--- config.mk ---
export PLATFORM = sky130hd
export DESIGN_NAME = key_conditioner
export DESIGN_NICKNAME = d
export VERILOG_FILES = /design/src/rtl/key_cond_pkg.sv /design/src/rtl/key_channel.sv /design/src/rtl/key_conditioner.sv
export SDC_FILE = /design/constraint.sdc
export NUM_CORES = 1
export LEC_CHECK = 0
export CAP_MARGIN = 30
export CORE_AREA = 2 2 42 59
export CTS_CLUSTER_DIAMETER = 50
export DETAILED_ROUTE_END_ITERATION = 10
export DIE_AREA = 0 0 44 61
export PLACE_DENSITY = 0.83
export SLEW_MARGIN = 20
export SYNTH_ARGS = -nofsm -noshare
export SYNTH_HDL_FRONTEND = slang
export SYNTH_SLANG_ARGS = --single-unit
--- constraint.sdc ---
create_clock -name Clk -period 2.4 [get_ports Clk]
set_clock_uncertainty 0.1 [all_clocks]
set_input_delay 0.24 -clock Clk [delete_from_list [all_inputs] [get_ports Clk]]
set_output_delay 0.24 -clock Clk [all_outputs]
set_load 0.05 [all_outputs]
--- src/rtl/key_cond_pkg.sv ---
// Shared types and sizing helpers for the pushbutton conditioner.
package key_cond_pkg;

  typedef enum logic [1:0] {
    RELEASED     = 2'd0,
    PRESS_WAIT   = 2'd1,
    PRESSED      = 2'd2,
    RELEASE_WAIT = 2'd3
  } key_state_t;

  // All per-channel counters share one width. It is wide enough for the largest terminal count.
  function automatic int cnt_width(input int debounce, input int delay, input int period);
    int m;
    m = debounce;
    if (delay > m) m = delay;
    if (period > m) m = period;
    return $clog2(m + 1);
  endfunction

endpackage

--- src/rtl/key_channel.sv ---
// One key channel: two-flop synchroniser, debounce FSM, auto-repeat counters, registered events.
module key_channel
  import key_cond_pkg::*;
#(
  parameter int DEBOUNCE_CYCLES = 16,
  parameter int REPEAT_DELAY    = 0,
  parameter int REPEAT_PERIOD   = 8
) (
  input  logic clk,
  input  logic rst_n,
  input  logic pressed_raw,
  input  logic mask,
  output logic level,
  output logic press_pulse,
  output logic release_pulse
);

  localparam int CW = cnt_width(DEBOUNCE_CYCLES, REPEAT_DELAY, REPEAT_PERIOD);
  localparam logic [CW-1:0] DB_LAST  = CW'(DEBOUNCE_CYCLES);
  localparam logic [CW-1:0] RD_LAST  = CW'(REPEAT_DELAY);
  localparam logic [CW-1:0] PER_LAST = CW'(REPEAT_PERIOD - 1);

  logic            s1, s2;
  key_state_t      state, state_next;
  logic [CW-1:0]   cnt, cnt_next;
  logic [CW-1:0]   hold, hold_next;
  logic [CW-1:0]   per, per_next;
  logic            level_next, press_next, release_next;
  logic            rep_due;

  // The input is already normalised (1 = pressed), so 0 is the released level and no event follows reset.
  // NOTE: sequential state always uses non-blocking assignments so every flop samples pre-edge values.
  always_ff @(posedge clk or negedge rst_n) begin
    if (!rst_n) begin
      s1 <= 1'b0;
      s2 <= 1'b0;
    end else begin
      s1 <= pressed_raw;
      s2 <= s1;
    end
  end

  always_ff @(posedge clk or negedge rst_n) begin
    if (!rst_n) begin
      state         <= RELEASED;
      cnt           <= '0;
      hold          <= '0;
      per           <= '0;
      level         <= 1'b0;
      press_pulse   <= 1'b0;
      release_pulse <= 1'b0;
    end else begin
      state         <= state_next;
      cnt           <= cnt_next;
      hold          <= hold_next;
      per           <= per_next;
      level         <= level_next;
      press_pulse   <= press_next;
      release_pulse <= release_next;
    end
  end

  // The first repeat fires when hold reaches the delay. Later repeats come from the period counter once hold has saturated.
  assign rep_due = (REPEAT_DELAY > 0) &&
                   (((hold != RD_LAST) && (hold + CW'(1) == RD_LAST)) ||
                    ((hold == RD_LAST) && (per == PER_LAST)));

  // NOTE: every signal gets a default before the case so no path leaves it unassigned (no latches).
  always_comb begin
    state_next = state;
    cnt_next   = cnt;
    hold_next  = hold;
    per_next   = per;
    unique case (state)
      RELEASED: begin
        if (s2) begin
          state_next = PRESS_WAIT;
          cnt_next   = CW'(1);
        end
      end
      PRESS_WAIT: begin
        if (!s2) begin
          state_next = RELEASED;
          cnt_next   = '0;
        end else if (cnt == DB_LAST) begin
          state_next = PRESSED;
          cnt_next   = '0;
          hold_next  = '0;
          per_next   = '0;
        end else begin
          cnt_next = cnt + CW'(1);
        end
      end
      PRESSED: begin
        if (!s2) begin
          state_next = RELEASE_WAIT;
          cnt_next   = CW'(1);
        end else if (REPEAT_DELAY > 0) begin
          if (hold != RD_LAST) hold_next = hold + CW'(1);
          else                 per_next  = (per == PER_LAST) ? '0 : per + CW'(1);
        end
      end
      RELEASE_WAIT: begin
        // A bounce back to pressed keeps hold/per, so the repeat cadence resumes where it paused.
        if (s2) begin
          state_next = PRESSED;
          cnt_next   = '0;
        end else if (cnt == DB_LAST) begin
          state_next = RELEASED;
          cnt_next   = '0;
          hold_next  = '0;
          per_next   = '0;
        end else begin
          cnt_next = cnt + CW'(1);
        end
      end
    endcase
    if (mask) begin
      state_next = RELEASED;
      cnt_next   = '0;
      hold_next  = '0;
      per_next   = '0;
    end
  end

  always_comb begin
    press_next   = 1'b0;
    release_next = 1'b0;
    level_next   = (state_next == PRESSED) || (state_next == RELEASE_WAIT);
    if (mask) begin
      release_next = (state == PRESSED) || (state == RELEASE_WAIT);
    end else begin
      case (state)
        PRESS_WAIT:   press_next   = s2 && (cnt == DB_LAST);
        PRESSED:      press_next   = s2 && rep_due;
        RELEASE_WAIT: release_next = !s2 && (cnt == DB_LAST);
        default:      ;
      endcase
    end
  end

endmodule

--- src/rtl/key_conditioner.sv ---
// Multi-channel pushbutton conditioner: polarity normalisation and mask fan-out around N_KEYS independent channels.
module key_conditioner
  import key_cond_pkg::*;
#(
  parameter int N_KEYS          = 2,
  parameter int DEBOUNCE_CYCLES = 16,
  parameter int ACTIVE_LOW_IN   = 1,
  parameter int REPEAT_DELAY    = 0,
  parameter int REPEAT_PERIOD   = 8
) (
  input  logic              Clk,
  input  logic              Reset,
  input  logic [N_KEYS-1:0] Key_In,
  input  logic [N_KEYS-1:0] Mask,
  output logic [N_KEYS-1:0] Level_Out,
  output logic [N_KEYS-1:0] Press_Pulse,
  output logic [N_KEYS-1:0] Release_Pulse
);

  logic [N_KEYS-1:0] pressed_raw;

  // Inverting ahead of the synchroniser is equivalent to resetting the flops to the released pin level.
  assign pressed_raw = (ACTIVE_LOW_IN != 0) ? ~Key_In : Key_In;

  if (DEBOUNCE_CYCLES < 1) begin : g_bad_debounce
    $error("key_conditioner: DEBOUNCE_CYCLES must be >= 1");
  end
  if (REPEAT_PERIOD < 1) begin : g_bad_period
    $error("key_conditioner: REPEAT_PERIOD must be >= 1");
  end

  for (genvar i = 0; i < N_KEYS; i++) begin : g_ch
    key_channel #(
      .DEBOUNCE_CYCLES(DEBOUNCE_CYCLES),
      .REPEAT_DELAY   (REPEAT_DELAY),
      .REPEAT_PERIOD  (REPEAT_PERIOD)
    ) u_ch (
      .clk          (Clk),
      .rst_n        (Reset),
      .pressed_raw  (pressed_raw[i]),
      .mask         (Mask[i]),
      .level        (Level_Out[i]),
      .press_pulse  (Press_Pulse[i]),
      .release_pulse(Release_Pulse[i])
    );
  end

endmodule

== Yosys cells after proc, flatten, opt, wreduce, memory -nomap -nowiden ==
Index checks and enable logic that the tools add are counted.

* Register bits after elaboration: 24
* Logic and storage cells: 85

* Add/sub/neg operators: 2
* Equality and inequality tests: 16
* Mux-type cells: 38
* Bitwise gates (word level): 1
* Reduce and logical (&&, ||, !) cells: 14

{| class="wikitable"
|+ Operators with widths
! operator !! count
|-
| $mux W5 || 12
|-
| $pmux W5 S4 || 2
|-
| $mux W2 || 14
|-
| $eq A2 B2 Y1 const B || 8
|-
| $pmux W2 S4 || 2
|-
| $add A5 B1 Y5 const B || 2
|-
| $eq A5 B5 Y1 const B || 2
|-
| $mux W1 || 8
|-
| $ne A3 B2 Y1 const B || 2
|-
| $ne A3 B3 Y1 const B || 2
|-
| $eq A2 B1 Y1 const B || 2
|-
| $logic_and A1 B1 Y1 || 4
|-
| $logic_not A2 Y1 || 2
|-
| $logic_or A1 B1 Y1 || 4
|-
| $reduce_and A2 Y1 || 2
|-
| $logic_not A1 Y1 || 2
|-
| $not A2 Y2 || 1
|}

== Longest topological paths before layout ==
* Depth in word-level cells: 7
* Mapped depth: 5

== Modules after synthesis ==
From an unflattened synthesis, not the netlist that was laid out.

* Cell total of the unflattened synthesis: 106
* Area total of the unflattened synthesis: 1128.6 µm²

{| class="wikitable"
|+ By module, submodules not included
! module !! instances !! cells each !! area an instance (µm²) !! sequential area each (µm²)
|-
| key_channel || 2 || 52 || 560.5 || 300.3
|-
| key_conditioner || 1 || 2 || 7.5 || 0.0
|}

== Least setup slack after synthesis ==
No wires, ideal clock.

* Kind: flip-flop to flip-flop
* From: register g_ch[0].u_ch.state[0]
* To: register g_ch[0].u_ch.cnt[4]
* Library setup time: 0.082 ns
* Arrival: 1.341 ns
* Data required time: 2.218 ns
* Setup slack: 0.877 ns
* Stages on the path, launching flop included: 5
* Path buffers: 1
* Path through: dfrtp_1 clkbuf_1 xor3_1 a211o_1 a31oi_1

* Longest elaborated chain between the ends: 3
* Elaborated cells on any way between the ends: 9
* Classes of those cells: eq/ne: 5; mux: 2; reduce/logical: 2

{| class="wikitable"
|+ RTL lines
! item !! RTL line !! RTL
|-
| start, declared || key_channel.sv:24 || <nowiki>key_state_t state, state_next;</nowiki>
|-
| start signal, assigned || key_channel.sv:53 || <nowiki>state <= state_next;</nowiki>
|-
| $eq A2 B2 Y1 (tied with other cells) || key_channel.sv:74 || <nowiki>unique case (state)</nowiki>
|-
| $pmux W5 S4 (tied with other cells) || key_channel.sv:74 ||
|-
| $mux W5 / $reduce_and A2 Y1 (equally long branches) || - ||
|-
| end signal, assigned || key_channel.sv:54 || <nowiki>cnt <= cnt_next;</nowiki>
|-
| end, declared || key_channel.sv:25 || <nowiki>logic [CW-1:0] cnt, cnt_next;</nowiki>
|}

Several ways; a longest one is shown, not always the timed one.
A chain may end at the register's enable or synchronous reset.

== Worst setup path in the final report ==
* From: register g_ch[1].u_ch.level
* To: output Level_Out[1]

{| class="wikitable"
|+ RTL lines
! item !! RTL line !! RTL
|-
| start, declared || key_channel.sv:13 || <nowiki>output logic level,</nowiki>
|-
| start signal, assigned || key_channel.sv:57 || <nowiki>level <= level_next;</nowiki>
|-
| end, declared || key_conditioner.sv:15 || <nowiki>output logic [N_KEYS-1:0] Level_Out,</nowiki>
|}

No word-level cell between the ends.

==> metrics.md <==
| Metric | Value |
|---|---|
| Status | `finished clean` |
| DRT antenna net count | `0` |
| Fmax | `0.558 GHz` |
| Largest family of logic cells by synthesized area | `simple AND/OR/NAND/NOR gates` |
| Crit end category | `output port` |
| First-pass GRT wire length | `3730 µm` |
| Root Driver | `clkbuf_4` |
| Synth Register Bits | `24` |
| Filler cells | `174` |
| Req. time, crit path | `2060 ps` |
| Internal Pwr Total | `494 µW` |
| Initial antenna violation count | `0` |
| Routability congestion estimate | `0.912` |
| Ant diodes | `0` |
| Iteration-0 DRC Markers | `42` |
| XOR/XNOR Fraction of Synth Area | `7.61%` |
| Ys Warns | `0` |
| Max incr delay on CP | `800 ps` |
| Largest net degree at the start of global routing | `25` |
| Chip width | `44 µm` |
| FF-to-FF path depth | `5` |
| Die H | `61 µm` |
| Slowest cell on the critical path | `clkdlybuf4s50_1` |
| Dpl ws | `572 ps` |
| GRT overflow | `0` |
| RSZ-0062 raised after global routing | `no` |
| Top delay family on crit path | `buffers and inverters` |
| Syn Nets | `125` |
| Min cycle time layout | `1790 ps` |
| Total power | `638 µW` |
| Final setup viols | `0` |
| Hold buffer count at CTS | `0` |
| DRC | `0` |
| Crit Reg-Reg Startpoint | `g_ch[0].u_ch.cnt[0]$_DFFE_PN0P_` |
| Synthesized cell area | `0.00122 mm²` |
| P&R area growth vs syn | `8.74%` |
| Critical Path Stages | `1` |
| Psw | `145 µW` |
| Synth top area share | `49.3%` |
| Gr usage total | `19.1%` |
| Clk pwr share | `25.4%` |
| Initial core utilization | `56.6%` |
| Synth area leaders | `dfrtp_1 (49%), nand3_1 (4.9%), ha_1 (4.1%)` |
| Synth Area in Compound Gates | `14.0%` |
| Crit path to | `Level_Out[1]` |
| # IOs | `12` |
| FF-to-FF setup slack | `780 ps` |
| Post-Syn Area per Cell | `10.6 µm²` |
| Comb pwr share | `8.3%` |
| Total Nets Final | `132` |
| Commonest non-fill, non-tap cell in the layout | `dfrtp_1` |
| Die Area | `0.00268 mm²` |
| Crit path DAT | `1450 ps` |
| R2r endpoint | `g_ch[0].u_ch.cnt[2]$_DFFE_PN0P_` |
| Longest Clk Path Bufs | `2` |
| Clock Latency Late Sink | `290 ps` |
| Seq/Total Area, Yosys | `49.3%` |
| TritonCTS clock tree | `built` |
| Post_cts resized | `0` |
| Max-cap viol count | `0` |
| Post-synthesis adder-cell area fraction | `4.11%` |
| Placed wire-length estimate | `1570 µm` |
| PD cells | `482 mW/mm²` |
| Post-CTS repair timing setup buffer count | `0` |
| CP startpoint | `g_ch[1].u_ch.level$_DFF_PN0_` |
| Max VDD drop | `0.348 mV` |
| Pins Over Slew Limit | `0` |
| Total CTS buffers | `3` |
| CTS H-Tree Depth | `1` |
| Simple-Gate Fraction of Synth Area | `16.5%` |
| Routed WL | `2030 µm` |
| Worst hold path type | `input pin to async pin` |
| WP buf/inv | `1` |
| Commonest cells after routing, fill and taps aside | `dfrtp_1 (24), nand3_1 (12), inv_1 (11), clkdlybuf4s50_1 (11), a21oi_1 (9)` |
| Sw Share | `22.7%` |
| Slew headroom | `66.2%` |
| Core region area | `0.00215 mm²` |
| 1st-pass router iterations | `4` |
| Drt wl/cell | `14.3 µm` |
| Setup_tns | `0 ps` |
| Critical Path Source Type | `register` |
| Top cell type by total area after synthesis | `dfrtp_1` |
| Worst path cell trace | `clkdlybuf4s50_1` |
| Distinct cell type count after synthesis | `35` |
| Setup CP Type | `register to output port` |
| Worst-path maximum fanout | `1` |
| Multiplexer share of the synthesized area | `0%` |
| Fraction of layout cells with a size suffix above 1 | `8.33%` |
| Vias per cell | `6.06` |
| Vias | `860` |
| Period utilization | `74.7%` |
| Hold Vio Cnt, Final | `0` |
| Clock Pin Slew Worst Setup and Hold Paths | `120 ps` |
| Std-Cell Rows | `20` |
| Input/output buffers | `11` |
| Leak | `0.000569 µW` |
| Least-Margin Pin Slew | `505 ps` |
| Cells after Synth | `115` |
| Slack of the critical path | `608 ps` |
| Vias in the first global route | `854` |
| Sequential share of power | `66.3%` |
| CTS sink cnt | `24` |
[power groups by stage]
stage | logic, µW | registers, µW | clock network, µW
2_1_floorplan | 34.4 | 426 | 0
3_3_place_gp | 51.8 | 430 | 0
3_5_place_dp | 53.2 | 431 | 0
4_1_cts | 53.4 | 423 | 170
5_1_grt | 60.1 | 425 | 189
6_report | 53.1 | 423 | 162
[sequential cells by signal, indices dropped and copies added, names as in the netlist]
signal / cells
g_ch.u_ch.state: 4
g_ch.u_ch.s2: 2
g_ch.u_ch.level: 2
g_ch.u_ch.cnt: 10
g_ch.u_ch.press_pulse: 2
g_ch.u_ch.release_pulse: 2
g_ch.u_ch.s1: 2
[how the worst min path moves through the flow]
stage                                         start                                   end  cells past startpoint
after floorplan                               Reset       g_ch[0].u_ch.cnt[0]$_DFFE_PN0P_                      0
after global placement    g_ch[1].u_ch.s1$_DFF_PN0_             g_ch[1].u_ch.s2$_DFF_PN0_                      0
after detailed placement  g_ch[0].u_ch.s1$_DFF_PN0_             g_ch[0].u_ch.s2$_DFF_PN0_                      0
after CTS                                     Reset  g_ch[0].u_ch.release_pulse$_DFF_PN0_                      2
after global routing                          Reset       g_ch[0].u_ch.cnt[3]$_DFFE_PN0P_                      2
final                                         Reset  g_ch[0].u_ch.release_pulse$_DFF_PN0_                      2
[logic make-up after synthesis]
family / Yosys count
adder cells (fa/ha/maj): 4
XOR/XNOR: 8
buffers and inverters: 21
flip-flops: 24
AND/OR/NAND/NOR: 32
AO/OA/AOI/OAI: 26
[stage by stage]
stage / util [%] / hold slack, ps / std cells / cell area, µm²
finish: 61.5 / 179 / 142 / 1320
global route: 61.5 / 202 / 142 / 1320
CTS: 61.5 / 176 / 142 / 1320
detailed placement: 60.5 / 241 / 139 / 1300
global placement: 60.5 / 233 / 139 / 1300
floorplan: - / -156 / 115 / 1220
[synthesized netlist by cell type]
library cell,count
xnor2_2,1
and4_1,1
ha_1,4
and4bb_2,2
xor3_1,1
and3_1,1
o21a_1,1
a32o_1,1
a21oi_1,9
nand2_1,3
nor3_1,1
nand4_1,2
and4_2,1
nand3b_1,1
nor4_1,2
a2111o_1,1
a211o_1,1
a211oi_1,2
buf_4,6
xor2_1,3
clkbuf_1,3
nor2b_1,2
dfrtp_1,24
a31oi_1,2
a311oi_1,1
xnor2_1,3
a211o_2,1
a21boi_0,1
nand4bb_1,2
clkbuf_2,1
nor2_1,2
o21ai_0,5
inv_1,11
nand3_1,12
a31o_2,1
[metal layers]
metal,part of all wire [%],vias up,GRT usage [%]
met4,2.6,0,9.96
met1,44,403,25.0
met3,4.3,8,2.98
met2,49,33,30.5
met5,0,-,0
li1,-,416,-
[final cells by class]
cell class                 count  area, µm²  area share (%)
clock buffer                   3       22.5            1.70
inverter                      11       41.3            3.12
sequential                    24        601            45.4
tap                           22       27.5            2.08
multi-input combinational     70        514            38.8
timing repair buffer          12        118            8.88
No activity file was read; power rests on OpenSTA's default activity.
